<file path="config.mk">
export PLATFORM = sky130hd
export DESIGN_NAME = midi_msg_sequencer
export DESIGN_NICKNAME = d
export VERILOG_FILES = /design/src/rtl/midi_pkg.sv /design/src/rtl/midi_msg_fifo.sv /design/src/rtl/midi_msg_sequencer.sv
export SDC_FILE = /design/constraint.sdc
export NUM_CORES = 1
export LEC_CHECK = 0
export CAP_MARGIN = 15
export CORE_MARGIN = 3
export CORE_UTILIZATION = 35
export DETAILED_ROUTE_END_ITERATION = 8
export PLACE_DENSITY = 0.61
export SYNTH_ARGS = -nofsm -noshare
export SYNTH_HDL_FRONTEND = slang
export SYNTH_SLANG_ARGS = --single-unit
</file>
<file path="constraint.sdc">
create_clock -name clock -period 2.79 [get_ports clock]
set_input_delay 0.6975 -clock clock [delete_from_list [all_inputs] [get_ports clock]]
set_output_delay 0.6975 -clock clock [all_outputs]
set_load 0.01 [all_outputs]
</file>
<file path="src/rtl/midi_pkg.sv">
// Shared MIDI parser types, status-byte constants and helpers.
package midi_pkg;

    typedef enum logic [1:0] {
        IDLE,
        WAIT_D1,
        WAIT_D2,
        SYSEX
    } parse_state_t;

    localparam logic [7:0] SYSEX_START   = 8'hF0;
    localparam logic [7:0] SYSEX_END     = 8'hF7;
    localparam logic [7:0] TUNE_REQ      = 8'hF6;
    localparam logic [7:0] REALTIME_BASE = 8'hF8;

    typedef struct packed {
        logic [7:0] status;
        logic [7:0] data1;
        logic [7:0] data2;
        logic [1:0] len;
    } midi_msg_t;

    // Data bytes that follow a status byte; zero for the no-payload codes.
    function automatic logic [1:0] data_len(input logic [7:0] s);
        logic [1:0] n;
        n = 2'd0;
        case (s[7:4])
            4'h8, 4'h9, 4'hA, 4'hB, 4'hE: n = 2'd2;
            4'hC, 4'hD:                   n = 2'd1;
            4'hF: begin
                case (s[3:0])
                    4'h1, 4'h3: n = 2'd1;
                    4'h2:       n = 2'd2;
                    default:    n = 2'd0;
                endcase
            end
            default: n = 2'd0;
        endcase
        return n;
    endfunction

    function automatic midi_msg_t mk_msg(
        input logic [7:0] s,
        input logic [7:0] d1,
        input logic [7:0] d2,
        input logic [1:0] l
    );
        midi_msg_t m;
        m.status = s;
        m.data1  = d1;
        m.data2  = d2;
        m.len    = l;
        return m;
    endfunction

endpackage

</file>
<file path="src/rtl/midi_msg_fifo.sv">
// First-word-fall-through message FIFO; head reads all-zero when empty.
module midi_msg_fifo
    import midi_pkg::*;
#(
    parameter int DEPTH = 4
) (
    input  logic      clock,
    input  logic      reset,
    input  logic      push,
    input  midi_msg_t push_msg,
    input  logic      pop,
    output midi_msg_t head,
    output logic      full,
    output logic      empty
);

    localparam int AW = (DEPTH > 1) ? $clog2(DEPTH) : 1;
    localparam logic [AW:0] FULL_CNT = (AW+1)'(DEPTH);

    midi_msg_t     mem [DEPTH];
    logic [AW-1:0] wr_ptr;
    logic [AW-1:0] rd_ptr;
    logic [AW:0]   count;
    logic          wr_en;
    logic          rd_en;

    assign full  = (count == FULL_CNT);
    assign empty = (count == '0);
    assign rd_en = pop && !empty;
    // A pop in the same cycle frees the slot, so a push at full still lands.
    assign wr_en = push && (!full || rd_en);
    assign head  = empty ? '0 : mem[rd_ptr];

    always_ff @(posedge clock) begin
        if (wr_en) begin
            mem[wr_ptr] <= push_msg;
        end
    end

    always_ff @(posedge clock) begin
        if (reset) begin
            wr_ptr <= '0;
            rd_ptr <= '0;
            count  <= '0;
        end else begin
            if (wr_en) begin
                wr_ptr <= wr_ptr + 1'b1;
            end
            if (rd_en) begin
                rd_ptr <= rd_ptr + 1'b1;
            end
            case ({wr_en, rd_en})
                2'b10:   count <= count + 1'b1;
                2'b01:   count <= count - 1'b1;
                default: count <= count;
            endcase
        end
    end

endmodule

</file>
<file path="src/rtl/midi_msg_sequencer.sv">
// MIDI byte-stream parser with running status feeding a message FIFO.
// Define MIDI_REALTIME_PASS_EN to forward realtime bytes as 1-byte messages.
module midi_msg_sequencer
    import midi_pkg::*;
#(
    parameter int FIFO_DEPTH = 4
) (
    input  logic       clock,
    input  logic       reset,
    input  logic [7:0] byte_in,
    input  logic       byte_strobe,
    output logic       msg_valid,
    input  logic       msg_ready,
    output logic [7:0] msg_status,
    output logic [7:0] msg_data1,
    output logic [7:0] msg_data2,
    output logic [1:0] msg_len,
    output logic       overflow,
    output logic [7:0] drop_cnt
);

    parse_state_t state;
    logic         rs_valid;
    logic [7:0]   cur_status;
    logic [1:0]   need;
    logic [7:0]   data1_q;
    logic         push_q;
    midi_msg_t    push_msg;
    midi_msg_t    head;
    logic         full;
    logic         empty;
    logic         pop;
    logic         drop;

    always_ff @(posedge clock) begin
        if (reset) begin
            state      <= IDLE;
            rs_valid   <= 1'b0;
            cur_status <= 8'h00;
            need       <= 2'd0;
            data1_q    <= 8'h00;
            push_q     <= 1'b0;
            push_msg   <= '0;
        end else begin
            push_q <= 1'b0;
            if (byte_strobe) begin
                if (byte_in >= REALTIME_BASE) begin
`ifdef MIDI_REALTIME_PASS_EN
                    push_q   <= 1'b1;
                    push_msg <= mk_msg(byte_in, 8'h00, 8'h00, 2'd1);
`endif
                end else if (byte_in[7]) begin
                    unique case (1'b1)
                        (byte_in < SYSEX_START): begin
                            rs_valid   <= 1'b1;
                            cur_status <= byte_in;
                            need       <= data_len(byte_in);
                            state      <= WAIT_D1;
                        end
                        (byte_in == SYSEX_START): begin
                            rs_valid <= 1'b0;
                            state    <= SYSEX;
                        end
                        (byte_in == TUNE_REQ): begin
                            rs_valid <= 1'b0;
                            state    <= IDLE;
                            push_q   <= 1'b1;
                            push_msg <= mk_msg(byte_in, 8'h00, 8'h00, 2'd1);
                        end
                        (byte_in inside {8'hF1, 8'hF2, 8'hF3}): begin
                            rs_valid   <= 1'b0;
                            cur_status <= byte_in;
                            need       <= data_len(byte_in);
                            state      <= WAIT_D1;
                        end
                        default: begin
                            rs_valid <= 1'b0;
                            state    <= IDLE;
                        end
                    endcase
                end else begin
                    // Channel messages stay in WAIT_D1 for running status.
                    unique case (state)
                        WAIT_D1: begin
                            data1_q <= byte_in;
                            if (need == 2'd1) begin
                                push_q   <= 1'b1;
                                push_msg <= mk_msg(cur_status, byte_in,
                                                   8'h00, 2'd2);
                                state    <= rs_valid ? WAIT_D1 : IDLE;
                            end else begin
                                state <= WAIT_D2;
                            end
                        end
                        WAIT_D2: begin
                            push_q   <= 1'b1;
                            push_msg <= mk_msg(cur_status, data1_q,
                                               byte_in, 2'd3);
                            state    <= rs_valid ? WAIT_D1 : IDLE;
                        end
                        default: begin
                            state <= state;
                        end
                    endcase
                end
            end
        end
    end

    assign pop  = msg_ready && !empty;
    assign drop = push_q && full && !pop;

    midi_msg_fifo #(
        .DEPTH (FIFO_DEPTH)
    ) u_fifo (
        .clock    (clock),
        .reset    (reset),
        .push     (push_q),
        .push_msg (push_msg),
        .pop      (pop),
        .head     (head),
        .full     (full),
        .empty    (empty)
    );

    always_ff @(posedge clock) begin
        if (reset) begin
            overflow <= 1'b0;
            drop_cnt <= 8'h00;
        end else if (drop) begin
            overflow <= 1'b1;
            if (drop_cnt != 8'hFF) begin
                drop_cnt <= drop_cnt + 8'h01;
            end
        end
    end

    assign msg_valid  = !empty;
    assign msg_status = head.status;
    assign msg_data1  = head.data1;
    assign msg_data2  = head.data2;
    assign msg_len    = head.len;

endmodule

</file>
==> reports/results.md, run 1 <==
- number of design-rule violations left by the first detailed-router iteration: 241
- hold path depth: 2
- standby leakage power: 0.00314 uW
- Critical R2R Launch: u_fifo.count[0]$_SDFFE_PP0P_
- clock tree root driver cell: sky130_fd_sc_hd__clkbuf_16
- path depth of the worst reg2reg path: 8
- final critical-path share of the clock period: 0.961
- initial antenna violation count: 0
- gp weighted congestion: 0.812
- vias in the first global route: 4128
- post-synthesis share of cell area spent on xor and xnor gates: 0.00916
- share of post-route cells with drive strength above 1: 0.175
- number of diodes added for antenna fixing: 0
- Post-Synth Adder-Cell Area: 0.0161
- Simple-Gate Fraction of Synth Area: 0.110
- Starting Density: 0.364
- height of the chip: 144 um
- Seq cells post-synth: 159
- endpoints failing hold: 0
- first-pass GRT wire length: 21800 um
- slew margin rel.: 0.637
- Max VDD drop: 0.000501 V
- DRC: 0
- HPWL Detailed: 8570 um
- count of distinct cell types in the synthesized netlist: 54
- type of the setup path with the least slack: reg2out
- synth cell count leaders: sky130_fd_sc_hd__edfxtp_1, sky130_fd_sc_hd__dfxtp_1, sky130_fd_sc_hd__nor2_1
- compound-cell area share of the yosys netlist: 0.0789
- placed standard-cell area: 0.00755 mm2
- quantity of I/O buffers inserted on ports: 45
- Skew-Pair Late Insertion Delay: 0.42 ns
- P per Cell Area: 620 mW/mm2
- all-layer global routing usage: 0.136
- required time at the worst-slack endpoint: 2.09 ns
- Ports: 48
- run status: complete, no violations
- final setup fails: 0
- count of maximum capacitance violations: 0
- Yosys warning count: 0
- post-synthesis cell count: 492
- core area: 0.0184 mm2
- Util after Layout: 0.443
- capture point of the worst reg-to-reg path: u_fifo.count[2]$_SDFFE_PP0P_
- clock period minus worst slack: 2.68 ns
- minimum setup slack after placement: 0.00954 ns
- Non-Filler Cell Area, Final: 0.00815 mm2
- actual slew at the worst max-slew pin: 0.540 ns
- top flip-flop cell by instance count after synthesis: sky130_fd_sc_hd__edfxtp_1
- routed vias/inst: 5.11
- Setup crit end kind: output pin
- multiplexer area fraction after synthesis: 0.136
- H-tree depth: 4
- clock-pin slew reported for the worst setup and hold paths after clock tree synthesis: 0.06 ns
- area of the multi-input gates: 0.00235 mm2
- Clock Skew: 0.00869 ns
- main combinational cell family by area after synthesis: multiplexers
- sequential area share after synthesis: 0.619
- Min-Delay Path Class: reg2reg
- mean instance size in the synthesized netlist: 13.6 um2
- slack of the worst reg-to-reg path: 0.32 ns
- TritonCTS sink count: 159
- Post-CTS Repair Setup Buffers: 0
- total wire length: 13000 um
- DRT Pass-1 Iters: 4
- number of nets in the layout: 568
- post-cts hold buffer count: 0
- Worst Hold Margin: 0.475 ns
- capture endpoint of the worst hold path: cur_status[5]$_SDFFE_PP0P_
- post-synthesis instance area: 0.00669 mm2
- synthesis-to-finish area growth: 21.8%
- setup repair after global routing missed its margin: no
- post-route worst setup slack: 0.109 ns
- share of synthesized registers carrying an async set or reset: 0
- most area-consuming cells after synthesis: sky130_fd_sc_hd__edfxtp_1, sky130_fd_sc_hd__dfxtp_1, sky130_fd_sc_hd__mux4_2, sky130_fd_sc_hd__mux2i_1, sky130_fd_sc_hd__and2_1
- largest net degree at the start of global routing: 36
- overflow left after global routing: 0
- Peak Freq: 373 MHz
- Hold Path Origin: cur_status[5]$_SDFFE_PP0P_
- area share of the leading cell type in the synthesized netlist: 0.431
- data arrival time of the critical path: 1.98 ns
- Crit Path Max Fanout: 12
- area of the die: 0.0208 mm2
- number of fillers in the final layout: 1651
- count of standard-cell rows: 49
- clock buffer count from CTS: 17
- kind of launch point of the worst setup path: register
- FF+latch area: 0.00415 mm2
- count leader, synth: sky130_fd_sc_hd__edfxtp_1
- detail-routed net length per standard cell: 16.4 um
- Clock Tree Buf Depth: 2
- number of nets still failing antenna checks after routing: 0
- CTS tree: yes
- Die W: 144 um
- cell type with the highest aggregate area in the netlist: sky130_fd_sc_hd__edfxtp_1
- total negative slack for setup checks: 0 ns
- total number of vias: 4037
- Slew Limit Fails: 0
- number of synthesized flops with an enable pin: 96
## worst max-delay path, cell delays in order (launching register included)
cell                            delay (ns)
sky130_fd_sc_hd__dfxtp_4              0.40
sky130_fd_sc_hd__buf_12               0.17
sky130_fd_sc_hd__mux4_2               0.54
sky130_fd_sc_hd__and2_1               0.18
sky130_fd_sc_hd__dlygate4sd2_1        0.28
## timing repair
item                       in CTS  in global routing
hold endpoints to repair        0                  0
resized for setup              28                  0
setup endpoints to repair      25                  0
## sequential cells by signal, indices dropped and copies added (netlist names), 3 cells and up, named ones only
name / cells
push_msg: 24
cur_status: 8
u_fifo.mem: 96
u_fifo.count: 3
data1_q: 7
drop_cnt: 8
## report_power, final
group / switching, uW / internal, uW / leakage [uW] / total [uW]
logic: 117 / 91.7 / 0.00137 / 209
registers: 26.4 / 2510 / 0.00148 / 2530
clock network: 947 / 1360 / 0.000287 / 2310
total: 1090 / 3960 / 0.00314 / 5050
## logic make-up after synthesis
logic type | Yosys count
and+or+nand+nor | 140
buffers and inverters | 45
adders and majority gates | 8
muxes | 60
other | 1
AOI/OAI and AO/OA | 72
xor gates and xnor gates | 7
DFF | 159
## cells in the final DEF, fill, tap and decap left out, drive strengths merged, types with 24 or more instances in the layout
cell type	n
nor2	33
and2	30
mux4	24
buf	27
nand2	32
mux2i	30
edfxtp	96
dfxtp	63
dlygate4sd2	24
## layer usage
layer / vias to the layer above / wire [um] / global-route usage
met5: - / 0 / 0
met4: 0 / 138 / 0.0476
met3: 9 / 457 / 0.0337
met2: 81 / 6170 / 0.213
met1: 2002 / 6220 / 0.184
li1: 1945 / - / -
## worst max-delay path by stage
stage,to,startpoint,cells after the start
after floorplan,u_fifo.count[2]$_SDFFE_PP0P_,msg_ready,8
after global placement,u_fifo.count[2]$_SDFFE_PP0P_,msg_ready,8
after detailed placement,u_fifo.count[2]$_SDFFE_PP0P_,msg_ready,8
after CTS,msg_len[0],register,4
after global routing,msg_len[0],register,4
final,msg_len[0],register,4
## area by class of cell
| type | count | share of cell area |
|---|---|---|
| Sequential cell | 159 | 0.509 |
| Multi-Input combinational cell | 289 | 0.289 |
| Timing Repair Buffer | 72 | 0.0897 |
| Clock buffer | 19 | 0.0544 |
| Tap cell | 229 | 0.0352 |
| Clock inverter | 13 | 0.0187 |
| Inverter | 9 | 0.00415 |
## metrics by stage
step / instances / power, uW
finish: 790 / 5050
global route: 790 / 5210
CTS: 790 / 5090
detailed placement: 757 / 2790
global placement: 757 / 2790
floorplan: 493 / 2710
Power figures use the tool's default switching activity.
==> inputs of run 2 (changes only) <==
GPL_TIMING_DRIVEN = 1   (was not set)
==> results of run 2 <==
The final DEF is identical to that of run 1; final timing and power are the same.
